==> src/rtl/sar_scan_sequencer.sv <==
// rtl/sar_scan_sequencer.sv - channel scan sequencer for the 8-bit SAR core
// Optional conversion watchdog enabled by defining SAR_WDOG_EN.
module sar_scan_sequencer #(
    parameter int NUM_CH        = 4,
    parameter int CH_W          = 2,
    parameter int SAMPLE_CYCLES = 4,
    parameter int RES_W         = 8,
    parameter int WDOG_CYCLES   = 16
) (
    input  logic              clk,
    input  logic              rst,
    input  logic              enable,
    input  logic              continuous,
    input  logic              trig,
    input  logic [NUM_CH-1:0] ch_mask,
    output logic [CH_W-1:0]   ch_sel,
    output logic              sample,
    output logic              sar_start,
    input  logic              sar_done,
    input  logic [RES_W-1:0]  sar_result,
    output logic [RES_W-1:0]  res_data,
    output logic [CH_W-1:0]   res_ch,
    output logic              res_valid,
    input  logic              res_ready,
    output logic              busy,
    output logic              overrun,
    output logic              timeout
);

    typedef enum logic [2:0] {
        S_IDLE,
        S_SELECT,
        S_SAMPLE,
        S_CONVERT,
        S_STORE
    } state_t;

    state_t            state_q, state_d;
    logic [NUM_CH-1:0] scan_mask;
    logic [CH_W:0]     ch_ptr;
    logic [3:0]        smp_cnt;
    logic [RES_W-1:0]  cap_data;
    logic [CH_W-1:0]   cap_ch;
    logic              found;
    logic [CH_W-1:0]   found_idx;
    logic              scan_go;
    logic              sample_done;
    logic              wdog_expire;

    assign scan_go     = enable & (trig | continuous);
    assign sample_done = (smp_cnt == 4'(SAMPLE_CYCLES));
    assign sample      = (state_q == S_SAMPLE) && !sample_done;
    assign sar_start   = (state_q == S_SAMPLE) && sample_done;
    assign busy        = (state_q != S_IDLE);

    // Descending walk so the lowest qualifying index is the one left standing.
    always_comb begin
        found     = 1'b0;
        found_idx = '0;
        for (int i = NUM_CH - 1; i >= 0; i--) begin
            if (scan_mask[i] && (i >= int'(ch_ptr))) begin
                found     = 1'b1;
                found_idx = CH_W'(i);
            end
        end
    end

    always_comb begin
        state_d = state_q;
        case (state_q)
            S_IDLE:    if (scan_go) state_d = S_SELECT;
            S_SELECT:  state_d = (found && enable) ? S_SAMPLE : S_IDLE;
            S_SAMPLE:  if (sample_done) state_d = S_CONVERT;
            S_CONVERT: begin
                if (sar_done)
                    state_d = S_STORE;
                else if (wdog_expire)
                    state_d = S_SELECT;
            end
            S_STORE:   state_d = S_SELECT;
            default:   state_d = S_IDLE;
        endcase
    end

    always_ff @(posedge clk) begin
        if (rst)
            state_q <= S_IDLE;
        else
            state_q <= state_d;
    end

    always_ff @(posedge clk) begin
        if (rst) begin
            scan_mask <= '0;
            ch_ptr    <= '0;
            ch_sel    <= '0;
            smp_cnt   <= '0;
            cap_data  <= '0;
            cap_ch    <= '0;
            res_data  <= '0;
            res_ch    <= '0;
            res_valid <= 1'b0;
            overrun   <= 1'b0;
        end else begin
            if (state_q == S_IDLE && scan_go) begin
                scan_mask <= ch_mask;
                ch_ptr    <= '0;
            end
            if (state_q == S_SELECT && found && enable) begin
                ch_sel             <= found_idx;
                scan_mask[found_idx] <= 1'b0;
                ch_ptr             <= {1'b0, found_idx} + (CH_W + 1)'(1);
                smp_cnt            <= '0;
            end
            if (state_q == S_SAMPLE && !sample_done)
                smp_cnt <= smp_cnt + 4'd1;
            if (state_q == S_CONVERT && sar_done) begin
                cap_data <= sar_result;
                cap_ch   <= ch_sel;
            end
            // A reload in the accept cycle keeps valid high and is not an overrun.
            if (state_q == S_STORE) begin
                res_data  <= cap_data;
                res_ch    <= cap_ch;
                res_valid <= 1'b1;
                if (res_valid && !res_ready)
                    overrun <= 1'b1;
            end else if (res_valid && res_ready) begin
                res_valid <= 1'b0;
            end
        end
    end

`ifdef SAR_WDOG_EN
    localparam int WD_W = $clog2(WDOG_CYCLES + 1);
    logic [WD_W-1:0] wdog_cnt;
    logic            timeout_q;

    // Counter reads k in the k-th CONVERT cycle after the start pulse.
    assign wdog_expire = (state_q == S_CONVERT) && (wdog_cnt == WD_W'(WDOG_CYCLES - 1));
    assign timeout     = timeout_q;

    always_ff @(posedge clk) begin
        if (rst) begin
            wdog_cnt  <= '0;
            timeout_q <= 1'b0;
        end else begin
            if (sar_start)
                wdog_cnt <= WD_W'(1);
            else if (state_q == S_CONVERT)
                wdog_cnt <= wdog_cnt + WD_W'(1);
            if (wdog_expire && !sar_done)
                timeout_q <= 1'b1;
        end
    end
`else
    assign wdog_expire = 1'b0;
    assign timeout     = 1'b0;
`endif

endmodule

==> config.mk <==
export PLATFORM = sky130hd
export DESIGN_NAME = sar_scan_sequencer
export DESIGN_NICKNAME = d
export VERILOG_FILES = /design/src/rtl/sar_scan_sequencer.sv
export SDC_FILE = /design/constraint.sdc
export NUM_CORES = 1
export LEC_CHECK = 0
export CORE_MARGIN = 1
export CORE_UTILIZATION = 45
export CTS_CLUSTER_DIAMETER = 40
export DETAILED_ROUTE_END_ITERATION = 6
export GPL_ROUTABILITY_DRIVEN = 1
export PLACE_DENSITY_LB_ADDON = 0.2
export SYNTH_ARGS = -nofsm -noshare
export SYNTH_HDL_FRONTEND = slang
export SYNTH_SLANG_ARGS = --single-unit
==> constraint.sdc <==
create_clock -name clk -period 1.6 [get_ports clk]
set_input_delay 0.32 -clock clk [delete_from_list [all_inputs] [get_ports clk]]
set_output_delay 0.32 -clock clk [all_outputs]
set_load 0.01 [all_outputs]
# After elaboration in Yosys (flattened, before gate mapping)
# Cells that the tools add are included.
word_totals:
  register_bits: 38
  out_inout_bits: 18
  in_bits: 19
classes:
  n_bitwise: 4
  addsub: 2
  reduce_logical: 23
  eq_ne: 8
  magnitude_cmp: 6
  mux: 24
op_table:
  columns: ["cell", "n"]
  rows:
  - ["2-to-1 mux 4 bit", 5]
  - ["2-to-1 mux 3 bit", 5]
  - ["one-hot mux 3 bit (5 select lines)", 1]
  - ["logical AND 1 bit", 14]
  - ["2-to-1 mux 2 bit", 5]
  - ["2-to-1 mux 1 bit", 7]
  - ["== test 3 x 2 -> 1 bit, second input constant", 2]
  - ["greater-or-equal comparator 1 x 3 -> 1 bit, first input constant", 2]
  - ["greater-or-equal comparator 2 x 3 -> 1 bit, first input constant", 2]
  - ["inequality test 2 bit, second input constant", 3]
  - ["nonzero test 2 bit", 3]
  - ["adder 4 x 1 -> 4 bit, second input constant", 1]
  - ["bitwise AND 4 bit", 1]
  - ["== test 4 x 3 -> 1 bit, second input constant", 1]
  - ["inverter 4 bit", 1]
  - ["adder 2 x 1 -> 3 bit, second input constant", 1]
  - ["== test 3 x 1 -> 1 bit, second input constant", 1]
  - ["== test 3 bit, second input constant", 1]
  - ["logical NOT 3 bit", 1]
  - ["< comparator 2 x 3 -> 1 bit, second input constant", 1]
  - ["AND reduction 3 bit", 1]
  - ["nonzero test 3 bit", 1]
  - ["demux 1 bit (select 2 bit)", 1]
  - ["greater-or-equal comparator 2 x 1 -> 1 bit, second input constant", 1]
  - ["other kinds (4)", 5]

# Logic depth before layout (Yosys ltp)
# Gate-level depths: netlist (run 1).
logic_depth:
  ltp_word: 13
  ltp_mapped: 7
  ltp_nobuf: 7

# Least setup slack after synthesis (run 1)
# No wires, ideal clock.
synth_path:
  kind: "reg2reg"
  start: "register ch_ptr[1]"
  end: "register ch_ptr[1]"
  setup_ns: 0.121
  path_stages_with_launch: 7
  path_buffers: 0
  t_required_ns: 1.479
  t_arrival_ns: 1.636
  slack_ns: -0.157
  period_less_slack_ns: 1.757
  cell_sequence: "dfxtp_1 nand3_1 a311oi_1 inv_1 ha_1 nor2_1 mux2_2"
synth_rtl:
  columns: ["item", "line", "text"]
  rows:
  - ["start, declared", "40", "logic [CH_W:0] ch_ptr;"]
  - ["start signal, assigned", "112", "ch_ptr <= {1'b0, found_idx} + (CH_W + 1)'(1);"]
  - ["greater-or-equal comparator 2 x 3 -> 1 bit", "61", "if (scan_mask[i] && (i >= int'(ch_ptr))) begin"]
  - ["logical AND 1 bit", "61", null]
  - ["2-to-1 mux 2 bit (3 in series)", "61", null]
  - ["2-to-1 mux 2 bit (*)", "61", null]
  - ["via found_idx[0]", "45", "logic [CH_W-1:0] found_idx;"]
  - ["adder 2 x 1 -> 3 bit (*)", "112", null]
  - ["2-to-1 mux 3 bit (*)", "109", "if (state_q == S_SELECT && found && enable) begin"]
# The timed path passes the listed nets; every way through them passes the cells marked *.
# A chain may end at the register's enable or synchronous reset.

# Worst setup path in the final report (run 1)
layout_path:
  start: "register smp_cnt[0]"
  end: "output sar_start"
layout_between:
  elab_chain_cells: 2
layout_rtl:
  columns: ["item", "line", "text"]
  rows:
  - ["start, declared", "41", "logic [3:0] smp_cnt;"]
  - ["start signal, assigned", "116", "smp_cnt <= smp_cnt + 4'd1;"]
  - ["== test 4 x 3 -> 1 bit", "51", "assign sample_done = (smp_cnt == 4'(SAMPLE_CYCLES));"]
  - ["logical AND 1 bit", "53", "assign sar_start = (state_q == S_SAMPLE) && sample_done;"]
  - ["end, declared", "18", "output logic sar_start,"]
# Every way passes these cells.

==> results of run 1 <==
## Yosys cell counts
cell type	number	share of area
a31oi_1	1	0.0036
nor4_2	1	0.0073
o41ai_1	1	0.0051
a21oi_1	26	0.076
nand3b_1	2	0.0087
nor2_8	1	0.012
dfxtp_1	38	0.44
a21o_1	1	0.0044
o21a_1	1	0.0044
buf_6	1	0.0065
a311oi_1	1	0.0051
a211oi_1	2	0.0087
o211ai_1	1	0.0044
inv_2	1	0.0022
o32ai_1	1	0.0051
mux2i_1	1	0.0058
mux2_2	2	0.013
nor2_1	6	0.013
xor2_1	1	0.0051
and2_1	1	0.0036
buf_1	1	0.0022
nand2b_1	7	0.025
buf_4	2	0.0087
o21ai_0	8	0.023
buf_2	3	0.0087
nor3b_1	5	0.022
nand3_1	4	0.012
or3_1	4	0.015
clkbuf_1	6	0.013
nor3_1	2	0.0058
nor2b_1	2	0.0073
conb_1	1	0.0022
nand2_1	52	0.11
and3_1	1	0.0036
o21ai_1	2	0.0058
o31ai_1	1	0.0044
a221oi_2	4	0.035
ha_1	6	0.044
inv_1	7	0.015
## critical path: cells and delay by family (launching register included)
| kind | cells | cell delay [ns] |
|---|---|---|
| buffers and inverters | 3 | 0.38 |
| DFF | 1 | 0.32 |
| adders and majority gates | 1 | 0.12 |
| and+or+nand+nor | 2 | 0.26 |
## cells by family after synthesis
group | after synthesis
other | 1
XOR/XNOR | 1
multiplexers | 3
buffers and inverters | 21
flip-flops | 38
adder cells (fa/ha/maj) | 6
AO/OA/AOI/OAI | 50
AND/OR/NAND/NOR | 88
## metal layers
metal,vias up,part of all wire
li1,840,-
met1,793,0.46
met4,0,0.011
met5,-,0
met3,5,0.043
met2,32,0.48
## where the power goes
part / internal (uW) / switching (uW)
clock network: 499 / 325
registers: 954 / 11.1
logic: 154 / 118
## timing repair
item / 4_1_cts / 5_1_grt
endpoints found under the hold margin: 0 / 0
gates resized for setup: 25 / 26
pin swaps: 5 / 8
endpoints found under the setup margin: 8 / 14
setup buffers: 5 / 5
## sequential cells by signal, indices dropped and copies added, names as in the netlist, 2 cells and up
name / flops
smp_cnt: 4
ch_ptr: 3
res_ch: 2
scan_mask: 4
res_data: 8
cap_ch: 2
state_q: 3
ch_sel: 2
cap_data: 8
## cells in the final DEF (no fill, tap or decap), drive strengths merged
| cell type | netlist | layout |
|---|---|---|
| a221oi | 4 | 4 |
| o21a | 1 | 1 |
| nand2 | 52 | 52 |
| dfxtp | 38 | 38 |
| o31ai | 1 | 1 |
| or3 | 4 | 4 |
| a21o | 1 | 1 |
| a211oi | 2 | 2 |
| a311oi | 1 | 1 |
| nor3 | 2 | 2 |
| a21oi | 26 | 26 |
| nor2 | 7 | 7 |
| ha | 6 | 6 |
| buf | 7 | 43 |
| clkbuf | 6 | 6 |
| nand3 | 4 | 4 |
| o21ai | 10 | 10 |
| a31oi | 1 | 1 |
| o211ai | 1 | 1 |
| bufinv | 0 | 1 |
| nand3b | 2 | 2 |
| nor2b | 2 | 2 |
| nor3b | 5 | 5 |
| xor2 | 1 | 1 |
| and2 | 1 | 1 |
| inv | 8 | 8 |
| mux2 | 2 | 2 |
| conb | 1 | 1 |
| and3 | 1 | 1 |
| nor4 | 1 | 1 |
| clkdlybuf4s50 | 0 | 32 |
| nand2b | 7 | 7 |
| o41ai | 1 | 1 |
| mux2i | 1 | 1 |
| o32ai | 1 | 1 |
## cell type report
| type | instances | area (sq um) | share of cell area |
|---|---|---|---|
| Clock buffer | 6 | 82.6 | 0.0313 |
| Sequential cell | 38 | 777 | 0.294 |
| Clock inverter | 1 | 30.0 | 0.0114 |
| Inverter | 8 | 32.5 | 0.0123 |
| Multi-Input combinational cell | 149 | 991 | 0.375 |
| Timing Repair Buffer | 75 | 668 | 0.253 |
| Tap cell | 48 | 60.1 | 0.0227 |
## stage by stage
stage                      util  worst slack (ns)  hold WS [ns]  TNS [ns]
after global placement    0.640            -0.186         0.438     -1.84
after floorplan               -           0.00390         0.432         0
final                     0.721           -0.0911         0.453   -0.0911
after detailed placement  0.640            -0.194         0.444     -2.07
after global routing      0.721            -0.180         0.466    -0.261
after CTS                 0.685           -0.0976         0.455   -0.0976
## worst max path at each step
stage,startpoint,slack (ns),to,cells past startpoint
floorplan,ch_ptr[1]$_SDFFE_PP0P_,0.004,ch_ptr[1]$_SDFFE_PP0P_,6
global placement,smp_cnt[1]$_SDFFE_PP0P_,-0.19,sar_start,5
detailed placement,enable,-0.19,ch_ptr[1]$_SDFFE_PP0P_,5
CTS,smp_cnt[1]$_SDFFE_PP0P_,-0.1,sar_start,6
global route,smp_cnt[0]$_SDFFE_PP0P_,-0.18,sar_start,6
finish,smp_cnt[0]$_SDFFE_PP0P_,-0.09,sar_start,6
==> impl_metrics.yaml, run 1 <==
placement:
  io_buffers: 35
  place_area_sq_um: 2340
  place_congestion: 0.740
  dp.cells: 310
  dp_hpwl_microns: 2750
worst_setup_path:
  r2r_end: "ch_ptr[1]$_SDFFE_PP0P_"
  cp-start-kind: "flop"
  crit_slowest_cell: "dfxtp_2"
  r2r-start: "ch_ptr[1]$_SDFFE_PP0P_"
  path_class: "flop to output port"
  cp.required_ns: 1.28
  r2r_setup_slack_ns: 0.02
  max_stage_delay_ns: 0.32
  critical_path_arrival_ns: 1.37
  worstSetupEndpointType: "output port"
  cp_cell_sequence: "inv_2, ha_4, nand3b_1, buf_4, nor3b_2, buf_2"
  cp_max_fo: 2
  reg2reg_depth: 6
clocking:
  cts.htree.levels: 2
  ctsLongestPathBuffers: 2
  cts_sinks: 38
  path_clk_slew_ns: 0.07
  clock_latency_ns: 0.29
  root_buffer: "clkbuf_8"
  cts_hold_buf: 0
  cts_tree: "yes"
  numCtsBuffers: 5
grt:
  gr-usage-met1: 0.280
  grt_overflow: 0
  antenna_found_initial: 0
  grt_pass1_vias: 1556
  gr-usage-all-layers: 0.220
  gr-usage-met2: 0.360
  busiest_layer: "met2"
  grt_pass1_wl_microns: 7030
  grt_max_degree: 20
  grtUsageMet3: 0.0589
detailed_routing:
  detail-route-antenna-nets: 0
  wl_per_cell_microns: 12.7
  firstDrtPassIters: 4
  drc: 0
  num_vias: 1670
  routed_via_density: 5.14
  drt-total-wl_microns: 4140
  drt_iter0_drc: 121
layout:
  nets: 302
  area_growth_pct: 53.3
  final_cell_area_sq_um: 2640
  stdcell_count: 325
  layout-drive-gt1-share: 0.314
  nFillCells: 292
  diodes: 0
timing:
  finalHoldViolCount: 0
  rsz0062_at_grt: "true"
  final_max_slew_viol_count: 0
  fin_worst_skew_ns: 0.00528
  setup_violations: 1
  min_period_ns: 1.69
  setup_ws_ns: -0.0911
  fin_crit_sh: 1.06
  max_freq_mhz: 591
worst_hold_path:
  worstHoldStart: "res_data[1]$_SDFFE_PP0P_"
  hp-class: "flop to flop"
  whs_path_depth: 2
  worstHoldEndpoint: "res_data[1]$_SDFFE_PP0P_"
synth:
  yosysSeqAreaShare: 0.442
  syn_inst: 208
  synth_compound_area_frac: 0.184
  synth.avg_cell_area_sq_um: 8.28
  synth_fp_nets: 233
  synth.cell_area_sq_um: 1720
  ys_types: 39
  yosysWarnings: 0
  ys_ff_latch: 38
  synth_simple_gate_area_frac: 0.248
  synth_adder_area_share: 0.0436
  synth_mux_area_frac: 0.0189
  synth_top_family_by_area: "simple AND/OR/NAND/NOR gates"
  synth_xor_area_frac: 0.00508
power_and_ir_drop:
  power.density_nw_per_um2: 780
  finalPower_uw: 2060
  p_leak_uw: 0.000991
  max-vdd-ir-drop_v: 0.000491
floorplan:
  dieArea_sq_um: 4080
  coreArea_sq_um: 3660
  start_util: 0.471
  fp.dieW_microns: 63.9
  row_count: 22
  die_h_microns: 63.9
  io_pins: 37
status:
  run_status: "finished with violations"
  violations: "negative setup slack"
job:
  drv_cap: 0
Power figures use the tool's default switching activity.
==> run 2: changes to the inputs <==
- HOLD_SLACK_MARGIN: default -> 0.02
==> results of run 2 <==
Same layout as run 1: the final DEF is identical, and so are final timing and power.
==> run 3: changes to the inputs <==
- CTS_CLUSTER_DIAMETER: 40 -> 50
- PLACE_DENSITY: default -> 0.78
- PLACE_DENSITY_LB_ADDON: 0.2 -> default
==> run 3 against run 2 <==
Effect of this change: the flow still finishes with violations (negative setup slack); fmax up 3.4%; routed wire length rose by 10%; setup slack better by 0.056 ns; worst hold slack improved by 0.0011 ns; largest power group unchanged; highest routed layer unchanged.
==> impl_metrics.yaml, run 3 (synthesized netlist as in run 1, its figures left out) <==
status:
  run_status: "finished with violations"
  violations: "negative setup slack"
floorplan:
  start_util: 0.471
  dieArea_sq_um: 4080
  coreArea_sq_um: 3660
  row_count: 22
  io_pins: 37
  fp.dieW_microns: 63.9
  die_h_microns: 63.9
grt:
  grt_max_degree: 28
  grt_overflow: 0
  antenna_found_initial: 0
  grt_pass1_vias: 1532
  grt_pass1_wl_microns: 6610
  gr-usage-all-layers: 0.210
clocking:
  cts.htree.levels: 2
  ctsLongestPathBuffers: 2
  clock_latency_ns: 0.28
  numCtsBuffers: 5
  cts_sinks: 38
  path_clk_slew_ns: 0.08
  cts_hold_buf: 0
  cts_tree: "yes"
  root_buffer: "clkbuf_8"
placement:
  place_congestion: 0.828
  place_area_sq_um: 2340
  io_buffers: 35
  dp_hpwl_microns: 2690
power_and_ir_drop:
  p_leak_uw: 0.000969
  max-vdd-ir-drop_v: 0.000424
  power.density_nw_per_um2: 791
layout:
  reg_top3: "cap_data (8), res_data (8)"
  fin_util: 0.714
  mostFrequentLayoutCells: "51 x nand2_1, 32 x clkdlybuf4s50_1, 30 x dfxtp_1, 29 x buf_4, 25 x a21oi_1"
  final_common_cell: "nand2_1"
  nets: 296
  area_growth_pct: 51.6
  nFillCells: 271
  layout-drive-gt1-share: 0.310
  diodes: 0
  final_cell_area_sq_um: 2610
worst_setup_path:
  cp_max_fo: 5
  crit_slowest_cell: "dfxtp_4"
  max_stage_delay_ns: 0.39
  path_class: "flop to flop"
  critical_path_arrival_ns: 1.83
  cp.required_ns: 1.79
  cp-start-kind: "flop"
  cp_cell_sequence: "nand2b_4, a21oi_2, or3_4, buf_6, ha_2, a221oi_2"
  worstSetupEndpointType: "flop"
timing:
  min_period_ns: 1.64
  final_max_slew_viol_count: 0
  fin_crit_sh: 1.02
  max_freq_mhz: 611
  fin_worst_skew_ns: 0.00702
  rsz0062_at_grt: "true"
  setup_ws_ns: -0.0356
  setup_violations: 1
  finalHoldViolCount: 0
detailed_routing:
  drt_iter0_drc: 67
  firstDrtPassIters: 4
  wl_per_cell_microns: 14.3
  drt-total-wl_microns: 4560
  num_vias: 1672
  routed_via_density: 5.24
  detail-route-antenna-nets: 0
  drc: 0
worst_hold_path:
  hp-class: "flop to flop"
job:
  drv_cap: 0
run 3: path summary, 6_finish.rpt:
check / from / end / slack [ns] / depth (start not counted)
max: ch_ptr[0]$_SDFFE_PP0P_ / scan_mask[0]$_SDFF_PP0_ / -0.04 / 6
min: cap_data[6]$_SDFFE_PP0P_ / res_data[6]$_SDFFE_PP0P_ / 0.45 / 2
max reg2reg: ch_ptr[0]$_SDFFE_PP0P_ / scan_mask[0]$_SDFF_PP0_ / -0.04 / 6
min reg2reg: cap_data[6]$_SDFFE_PP0P_ / res_data[6]$_SDFFE_PP0P_ / 0.45 / 2
run 3: worst max-delay path, delay by kind of cell (launching register included):
kind	cells	cell delay [ns]
simple gates	2	0.52
buf+inv	1	0.14
compound gates	2	0.33
flops	1	0.39
fa+ha+maj	1	0.17
run 3: through the flow:
stage          hold WS (ns)  setup TNS [ns]  cells  worst slack (ns)  power, uW
6_report              0.454         -0.0356    319           -0.0356       2070
5_1_grt               0.467          -0.267    319           -0.0672       2150
4_1_cts               0.450               0    316           0.00115       2040
3_5_place_dp          0.446           -2.12    309            -0.193       1210
3_3_place_gp          0.437           -1.82    309            -0.172       1210
2_1_floorplan         0.432               0    208           0.00390       1100
run 3: cell type report:
type,instances,area [sq um],area share
multi-input cells,149,1000,0.384
clock buffers,6,82.6,0.0316
inverters,8,30.0,0.0115
well taps,48,60.1,0.0230
repair buffers,69,631,0.241
flip-flops and latches,38,776,0.297
clock inverters,1,30.0,0.0115
run 3: what timing repair did:
action                                  4_1_cts  5_1_grt
setup buffers                                 0        3
resized for setup                            26       28
endpoints found under the setup margin        9       15
pin swaps                                     1        6
run 3: power breakdown:
| group | switching (uW) | total [uW] | internal (uW) |
|---|---|---|---|
| logic | 127 | 279 | 151 |
| registers | 11.9 | 966 | 954 |
| clock network | 323 | 822 | 499 |
| total | 463 | 2070 | 1600 |
run 3: per-layer routing:
| metal | part of all wire | track usage | vias up |
|---|---|---|---|
| li1 | - | - | 831 |
| met1 | 0.42 | 0.254 | 792 |
| met2 | 0.53 | 0.351 | 41 |
| met3 | 0.030 | 0.0500 | 8 |
| met4 | 0.021 | 0.0909 | 0 |
| met5 | 0 | 0 | - |
